<file path="config.mk">
export PLATFORM = sky130hd
export DESIGN_NAME = product_accumulator_flat
export DESIGN_NICKNAME = d
export VERILOG_FILES = /design/src/rtl/product_accumulator_if.sv /design/src/rtl/product_accumulator.sv /design/src/flat_wrapper.sv
export SDC_FILE = /design/constraint.sdc
export NUM_CORES = 1
export LEC_CHECK = 0
export CAP_MARGIN = 20
export CORE_MARGIN = 5
export CORE_UTILIZATION = 31
export DETAILED_ROUTE_END_ITERATION = 10
export PLACE_DENSITY = 0.6
export SYNTH_ARGS = -nofsm -noshare
export SYNTH_HDL_FRONTEND = slang
export SYNTH_SLANG_ARGS = --single-unit
export TNS_END_PERCENT = 1
</file>
<file path="constraint.sdc">
create_clock -name clk -period 2.1 [get_ports clk]
set_clock_uncertainty 0.05 [all_clocks]
set_input_delay 0.315 -clock clk [delete_from_list [all_inputs] [get_ports clk]]
set_output_delay 0.315 -clock clk [all_outputs]
set_load 0.02 [all_outputs]
</file>
<file path="src/rtl/product_accumulator_if.sv">
// product_accumulator_if: handshake bundle between the multiplier side,
// the product accumulator and its result consumer.
// master: the environment (drives products, accepts results).
// slave:  the accumulator itself.
interface product_accumulator_if #(
    parameter int PROD_W = 8,
    parameter int ACC_W  = 16
);
    logic              in_valid;
    logic              in_ready;
    logic [PROD_W-1:0] in_product;
    logic              out_valid;
    logic              out_ready;
    logic [ACC_W-1:0]  out_sum;
    logic              out_overflow;

    modport master (
        output in_valid,
        output in_product,
        output out_ready,
        input  in_ready,
        input  out_valid,
        input  out_sum,
        input  out_overflow
    );

    modport slave (
        input  in_valid,
        input  in_product,
        input  out_ready,
        output in_ready,
        output out_valid,
        output out_sum,
        output out_overflow
    );
endinterface

</file>
<file path="src/rtl/product_accumulator.sv">
// product_accumulator: sums COUNT consecutive unsigned products into one
// ACC_W-bit result with valid/ready handshakes on both sides.
// A result is held in HOLD until the consumer takes it; no product is
// accepted while a result is pending. clear aborts everything synchronously.
// Optional build macro ACC_SATURATE_EN: on carry out the accumulator clamps
// to all-ones for the rest of the result instead of wrapping.
module product_accumulator #(
    parameter int PROD_W = 8,
    parameter int ACC_W  = 16,
    parameter int COUNT  = 4
) (
    input  logic                 clk,
    input  logic                 rst_n,
    input  logic                 clear,
    product_accumulator_if.slave bus
);

    typedef enum logic [1:0] {
        IDLE  = 2'd0,
        ACCUM = 2'd1,
        HOLD  = 2'd2
    } state_t;

    localparam logic [7:0] COUNT_C = 8'(COUNT);

    state_t             state_q, state_d;
    logic [ACC_W-1:0]   acc_q, acc_d;
    logic [7:0]         cnt_q, cnt_d;
    logic               ovf_q, ovf_d;

    logic               in_ready_c;
    logic               accept;
    logic [PROD_W-1:0]  prod_in;
    logic [ACC_W-1:0]   prod_ext;
    logic [ACC_W:0]     sum_wide;
    logic               carry;
    logic [ACC_W-1:0]   acc_add;
    logic [7:0]         cnt_inc;

    assign prod_in = bus.in_product;

    // Ready is withheld during reset, during clear and while a result is held.
    always_comb begin
        in_ready_c = rst_n && !clear && (state_q != HOLD);
        accept     = bus.in_valid && in_ready_c;
    end

    // One wide add gives both the next partial sum and its carry out.
    always_comb begin
        prod_ext = ACC_W'(prod_in);
        sum_wide = {1'b0, acc_q} + {1'b0, prod_ext};
        carry    = sum_wide[ACC_W];
        cnt_inc  = cnt_q + 8'd1;
`ifdef ACC_SATURATE_EN
        acc_add  = (carry || ovf_q) ? {ACC_W{1'b1}} : sum_wide[ACC_W-1:0];
`else
        acc_add  = sum_wide[ACC_W-1:0];
`endif
    end

    // Next-state logic: clear wins over every handshake.
    always_comb begin
        state_d = state_q;
        acc_d   = acc_q;
        cnt_d   = cnt_q;
        ovf_d   = ovf_q;

        if (clear) begin
            state_d = IDLE;
            acc_d   = '0;
            cnt_d   = '0;
            ovf_d   = 1'b0;
        end else begin
            case (state_q)
                IDLE: begin
                    if (accept) begin
                        acc_d   = prod_ext;
                        cnt_d   = 8'd1;
                        ovf_d   = 1'b0;
                        state_d = (COUNT_C == 8'd1) ? HOLD : ACCUM;
                    end
                end
                ACCUM: begin
                    if (accept) begin
                        acc_d = acc_add;
                        cnt_d = cnt_inc;
                        ovf_d = ovf_q | carry;
                        if (cnt_inc == COUNT_C) begin
                            state_d = HOLD;
                        end
                    end
                end
                HOLD: begin
                    if (bus.out_ready) begin
                        state_d = IDLE;
                        acc_d   = '0;
                        cnt_d   = '0;
                    end
                end
                default: begin
                    state_d = IDLE;
                    acc_d   = '0;
                    cnt_d   = '0;
                    ovf_d   = 1'b0;
                end
            endcase
        end
    end

    // State, accumulator, counter and overflow registers.
    always_ff @(posedge clk or negedge rst_n) begin
        if (!rst_n) begin
            state_q <= IDLE;
            acc_q   <= '0;
            cnt_q   <= '0;
            ovf_q   <= 1'b0;
        end else begin
            state_q <= state_d;
            acc_q   <= acc_d;
            cnt_q   <= cnt_d;
            ovf_q   <= ovf_d;
        end
    end

    // The accumulator register doubles as the result register, so the
    // result is stable for the whole HOLD state.
    assign bus.in_ready     = in_ready_c;
    assign bus.out_valid    = (state_q == HOLD);
    assign bus.out_sum      = acc_q;
    assign bus.out_overflow = ovf_q;

endmodule
</file>
<file path="src/flat_wrapper.sv">
// flat-port wrapper written by rule: the top's interface ports become plain ports
module product_accumulator_flat 
#(
    parameter int PROD_W = 8,
    parameter int ACC_W  = 16,
    parameter int COUNT  = 4
)
  (clk, rst_n, clear, bus_in_valid, bus_in_product, bus_out_ready, bus_in_ready, bus_out_valid, bus_out_sum, bus_out_overflow);
  product_accumulator_if #(.PROD_W(PROD_W), .ACC_W(ACC_W)) bus_i ();
  input  logic clk;
  input  logic rst_n;
  input  logic clear;
  input wire logic [$bits(bus_i.in_valid)-1:0] bus_in_valid;
  input wire logic [$bits(bus_i.in_product)-1:0] bus_in_product;
  input wire logic [$bits(bus_i.out_ready)-1:0] bus_out_ready;
  output wire logic [$bits(bus_i.in_ready)-1:0] bus_in_ready;
  output wire logic [$bits(bus_i.out_valid)-1:0] bus_out_valid;
  output wire logic [$bits(bus_i.out_sum)-1:0] bus_out_sum;
  output wire logic [$bits(bus_i.out_overflow)-1:0] bus_out_overflow;
  assign bus_i.in_valid = bus_in_valid;
  assign bus_i.in_product = bus_in_product;
  assign bus_i.out_ready = bus_out_ready;
  assign bus_in_ready = bus_i.in_ready;
  assign bus_out_valid = bus_i.out_valid;
  assign bus_out_sum = bus_i.out_sum;
  assign bus_out_overflow = bus_i.out_overflow;
  product_accumulator #(.PROD_W(PROD_W), .ACC_W(ACC_W), .COUNT(COUNT)) u_core (.clk(clk), .rst_n(rst_n), .clear(clear), .bus(bus_i));
endmodule
</file>
==> results of run 1 <==
[worst paths after layout]
check / start / end / slack (ns) / cells past startpoint
setup reg to reg: u_core.bus.out_sum[0] / u_core.bus.out_sum[15] / 0.07 / 10
hold / removal: bus_in_product[0] / u_core.bus.out_sum[0] / 0.40 / 3
max in group asynchronous: rst_n / u_core.bus.out_sum[5] / 1.26 / 3
min in group asynchronous: rst_n / u_core.cnt_q[2] / 0.43 / 2
setup / recovery: bus_in_product[3] / u_core.bus.out_sum[9] / 0.03 / 8
hold reg to reg: u_core.cnt_q[7] / u_core.cnt_q[7] / 0.45 / 1
[metal layers]
layer / vias to the layer above / share of wire, % / global-route usage (%)
met4: 0 / 1.1 / 4.742
met1: 865 / 47 / 17.68
met5: - / 0 / 0
met2: 22 / 50 / 23.29
li1: 905 / - / -
met3: 4 / 1.6 / 1.317
[area by class of cell]
cell class	count	area [sq um]	area share (%)
multi-input cells	167	1226	45.58
flip-flops and latches	27	676.9	25.16
repair buffers	71	618.1	22.98
well taps	75	93.84	3.488
clock buffers	3	41.29	1.535
inverters	7	26.28	0.9767
clock inverters	1	7.507	0.2791
[sequential cells by signal (all words and copies together), names as in the netlist]
register,cells
u_core.bus.out_overflow,1
u_core.bus.out_sum,16
u_core.state_q,2
u_core.cnt_q,8
[Yosys cell counts (2+ instances only)]
library cell  instances  area (sq um)
nand2b_1              4         25.02
buf_2                 2         10.01
a211oi_1              2         15.01
o21ai_2               2         17.52
xnor2_1               4         35.03
xor2_1                2         17.52
dfrtp_1              27         675.7
nand2_1              31         116.4
nor2b_1               2         12.51
clkbuf_1              3         11.26
o21ai_0              19         95.09
a31oi_1               2         12.51
nand4_1               5         31.28
or3_1                 5         31.28
inv_1                 7         26.28
nor3_1                3         15.01
buf_4                 2         15.01
o31ai_1               3         22.52
ha_1                 10         125.1
mux2i_1               3         30.03
and3_1                3         18.77
nor2_1               10         37.54
o211ai_1              6         45.04
nand3_1              10         50.05
o221ai_1              3         26.28
a21o_1                4         30.03
a21oi_1              10         50.05
or4_1                 4         30.03
[critical path, delay by kind of cell]
family / cells / cell delay (ns)
adders and majority gates: 1 / 0.32
buffers and inverters: 2 / 0.62
and+or+nand+nor: 2 / 0.47
AOI/OAI and AO/OA: 3 / 0.52
[kinds of logic after synthesis]
family / count (synthesis) / share of synthesized area (%)
DFF: 27 / 36.10
adders and majority gates: 11 / 7.754
and+or+nand+nor: 84 / 24.00
xor gates and xnor gates: 6 / 2.807
muxes: 3 / 1.604
AOI/OAI and AO/OA: 63 / 23.60
buffers and inverters: 16 / 4.144
[power by group]
part | leakage [nW] | switching [mW] | internal, mW
combinational | 0.757 | 0.209 | 0.215
clock | 0.0217 | 0.188 | 0.135
sequential | 0.367 | 0.0216 | 0.539
[repair_timing]
action                     CTS  global route
resized for setup            7            15
setup endpoints to repair   11            13
setup buffers                4             4
pin swaps                   10            11
hold buffers                 0             0
==> qor.csv, run 1 <==
metric,value,unit
final core occ,45.71,%
Final setup viols,0,
Hold WS,0.4044,ns
Via Count,1796,
1st-iter DRT viols,75,
"leading cell type in the layout, fill and taps excluded",buf_4,
VDD IR max,0.2719,mV
min cycle time layout,2.068,ns
first-pass GRT wire length,8.376,mm
Post-Synthesis Mean Instance Area,8.913,sq um
GRT Overall Usage,13.54,%
dpl cell area,2466,sq um
hpwl dp,3.684,mm
Tightest Hold Check Type,in -> reg,
Crit Path Category,in -> reg,
max_cap viols,0,
max-slew violation count,0,
Final Non-Filler Cells,351,
PwrDens,485.8,nW/um^2
Synth Instances,210,
synthesis-stage register bit count,27,
row count,28,
critical-path cell list,"clkdlybuf4s50_1, ha_1, o211ai_2, o21ai_2, a41oi_4, buf_4, or4_1, nand3_1",
Final Hold Viols,0,
CTS tree,done,
initial antenna violation count,0,
diode count,0,
syn_nets,234,
f_max,483.5,MHz
RSZ-0062 raised after global routing,yes,
Post-Place Cells,339,
post-place setup slack,-0.5103,ns
DRC,0,
Post-synth EDFFs,0,
Worst-path clk slew,0.11,ns
CP startpoint kind,input port,
largest net degree at the start of global routing,17,
cts bufs inserted,3,
most frequent cells in the layout,"40 x buf_4, 31 x nand2_1, 28 x clkdlybuf4s50_1, 26 x dfrtp_1, 19 x o21ai_0",
Vias/cell,5.117,
CP required,2.28,ns
synth warn,0,
Pwr Total,1.307,mW
critical path's largest stage delay,0.44,ns
initial core utilization,31.80,%
"Seq/Total Area, Yosys",36.10,%
area of the die,7692,sq um
H-tree levels,1,
area grow syn2layout,43.72,%
clock root buffer,clkbuf_8,
Max-slew headroom,72.88,%
IO buf count,31,
final period utilization,98.49,%
Synth cell types,50,
"critical path fanouts, max",7,
core footprint,5886,sq um
vias in the first global route,1786,
I/O pin cnt,32,
cell area after layout,2690,sq um
CP Capture Type,flop,
Setup TNS,0,ns
Synth Flop Type,dfrtp_1,
leakage,1.146,nW
routability congestion estimate from global placement,0.8381,
Worst-Skew Late Latency,0.28,ns
fillcell total,583,
ANT nets after route,0,
"FFs w/ async S/R, synth",100.0,%
Slew @ Worst Pin,0.4058,ns
post-detailed-route wirelength per cell,14.36,um
Chip Height,87.71,um
outcome,"finished, final reports clean",
Final #Nets,301,
Die Wd,87.71,um
CTS Buffer Depth,2,
post-route setup slack,0.03168,ns
slowest library cell on the worst path,clkdlybuf4s50_1,
GR Overflow Total,0,
routed wire length,5.039,mm
share of layout cells above drive strength 1,25.00,%
clk sink count,27,
worst path arrival time,2.25,ns
First-pass DRT Iterations,4,
Post-Syn Area,1872,sq um
(Power assumes the default switching activity.)
==> inputs of run 2 (changes only) <==
SKIP_LAST_GASP = 1   (was default)
==> run 2 against run 1 <==
Effect of this change: the flow now finishes with violations (setup timing); via count down 0.22%; count of clock-buffer cells in the layout unchanged; worst setup slack worse by 0.035 ns; critical path depth unchanged; clock power about the same; critical path type unchanged.
==> qor.csv, run 2 (synthesis gave the netlist of run 1 again) <==
metric,value,unit
outcome,finished with violations,
failing checks,setup timing,
Hold WS,0.3582,ns
routability congestion estimate from global placement,0.8381,
CP startpoint kind,input port,
Worst-Skew Late Latency,0.28,ns
IO buf count,31,
ANT nets after route,0,
core footprint,5886,sq um
critical path's largest stage delay,0.50,ns
met1 usage,17.74,%
final period utilization,100.2,%
Setup TNS,-0.003706,ns
Die Wd,87.71,um
"leading cell type in the layout, fill and taps excluded",buf_4,
initial core utilization,31.80,%
Final Hold Viols,0,
cts bufs inserted,3,
GR Overflow Total,0,
met2 Use GR,23.01,%
Max-slew headroom,73.16,%
diode count,0,
Largest register FFs,16,
critical-path cell list,"clkdlybuf4s50_1, buf_4, ha_4, a211oi_2, o21ai_2, a41oi_4, or4_1, nand3_1",
clk sink count,27,
Final #Nets,299,
Via Count,1792,
fillcell total,589,
CP required,2.27,ns
max_cap viols,0,
I/O pin cnt,32,
min cycle time layout,2.104,ns
storage element area,676.9,sq um
area of the die,7692,sq um
"Hold-fix buffers, CTS",0,
routed wire length,4.978,mm
GRT Overall Usage,13.48,%
post-detailed-route wirelength per cell,14.26,um
met3 usage,1.317,%
Worst path top cell family by delay,buffers and inverters,
largest net degree at the start of global routing,17,
CP Capture Type,flop,
post-route setup slack,-0.003706,ns
First-pass DRT Iterations,4,
leakage,1.128,nW
vias in the first global route,1789,
1st-iter DRT viols,92,
most frequent cells in the layout,"38 x buf_4, 31 x nand2_1, 29 x clkdlybuf4s50_1, 26 x dfrtp_1, 19 x o21ai_0",
Vias/cell,5.135,
hpwl dp,3.684,mm
VDD IR max,0.2715,mV
critical path buffer and inverter count,2,
slowest library cell on the worst path,or4_1,
Final setup viols,1,
Worst-path clk slew,0.11,ns
"critical path fanouts, max",8,
CTS Buffer Depth,2,
footprint of the multi-input gates,1185,sq um
clock root buffer,clkbuf_8,
worst path arrival time,2.28,ns
row count,28,
first-pass GRT wire length,8.362,mm
initial antenna violation count,0,
share of layout cells above drive strength 1,23.36,%
Slew @ Worst Pin,0.4015,ns
DRC,0,
Chip Height,87.71,um
RSZ-0062 raised after global routing,yes,
CTS tree,done,
Tightest Hold Check Type,in -> reg,
area grow syn2layout,40.57,%
grt peak-use layer,met2,
f_max,475.4,MHz
H-tree levels,1,
Crit Path Category,in -> reg,
Pwr Total,1.282,mW
PwrDens,487.1,nW/um^2
max-slew violation count,0,
## run 2: cell count changes in the layout (fill, tap and decap cells not counted), sizes merged
| cell | change |
|---|---|
| buf | -2 |
| clkdlybuf4s50 | +1 |
| dlymetal6s2s | -1 |
## run 2: worst paths after layout
path	startpoint	endpoint	slack, ns	depth (start not counted)
min reg2reg	u_core.cnt_q[7]	u_core.cnt_q[7]	0.45	1
max reg2reg	u_core.bus.out_sum[0]	u_core.bus.out_sum[12]	0.04	8
min in group asynchronous	rst_n	u_core.cnt_q[2]	0.44	2
max in group asynchronous	rst_n	u_core.bus.out_sum[5]	1.27	3
max	bus_in_product[1]	u_core.bus.out_sum[15]	-0.004	8
min	bus_in_product[0]	u_core.bus.out_sum[0]	0.36	3
## run 2: what timing repair did
action / 4_1_cts / 5_1_grt
setup endpoints to repair: 11 / 14
pin swaps: 5 / 10
resized for setup: 6 / 9
setup buffers: 4 / 2
gates cloned: 0 / 0
## run 2: worst min-delay path: stages
cell	delay [ns]
dlymetal6s2s_1	0.14
mux2i_1	0.13
o41ai_1	0.08
## run 2: per-layer routing
metal  routed length (um)  part of all wire [%]
met1                 2332                    47
met2                 2472                    50
met3                   98                   2.0
met4                   74                   1.5
met5                    0                     0
## run 2: report_power, final
part           total, mW  switching (mW)  internal (mW)
clock network      0.320           0.185          0.135
logic              0.403           0.203          0.200
registers          0.559          0.0200          0.539
total               1.28           0.408          0.873
## run 2: stage by stage
stage	utilization [%]	instances	cell area, sq um	setup WS [ns]
after floorplan	-	210	1873	0.0004949
after global placement	41.90	339	2466	-0.4608
after detailed placement	41.90	339	2466	-0.5103
after CTS	43.75	347	2575	-0.07984
after global routing	44.71	349	2631	-0.1054
final	44.71	349	2631	-0.003706
## run 2: layout make-up
| class | instances | share of cell area (%) |
|---|---|---|
| Multi-Input combinational cell | 167 | 45.03 |
| Sequential cell | 27 | 25.73 |
| Timing Repair Buffer | 69 | 22.82 |
| Tap cell | 75 | 3.566 |
| Clock buffer | 3 | 1.569 |
| Inverter | 7 | 0.9986 |
| Clock inverter | 1 | 0.2853 |
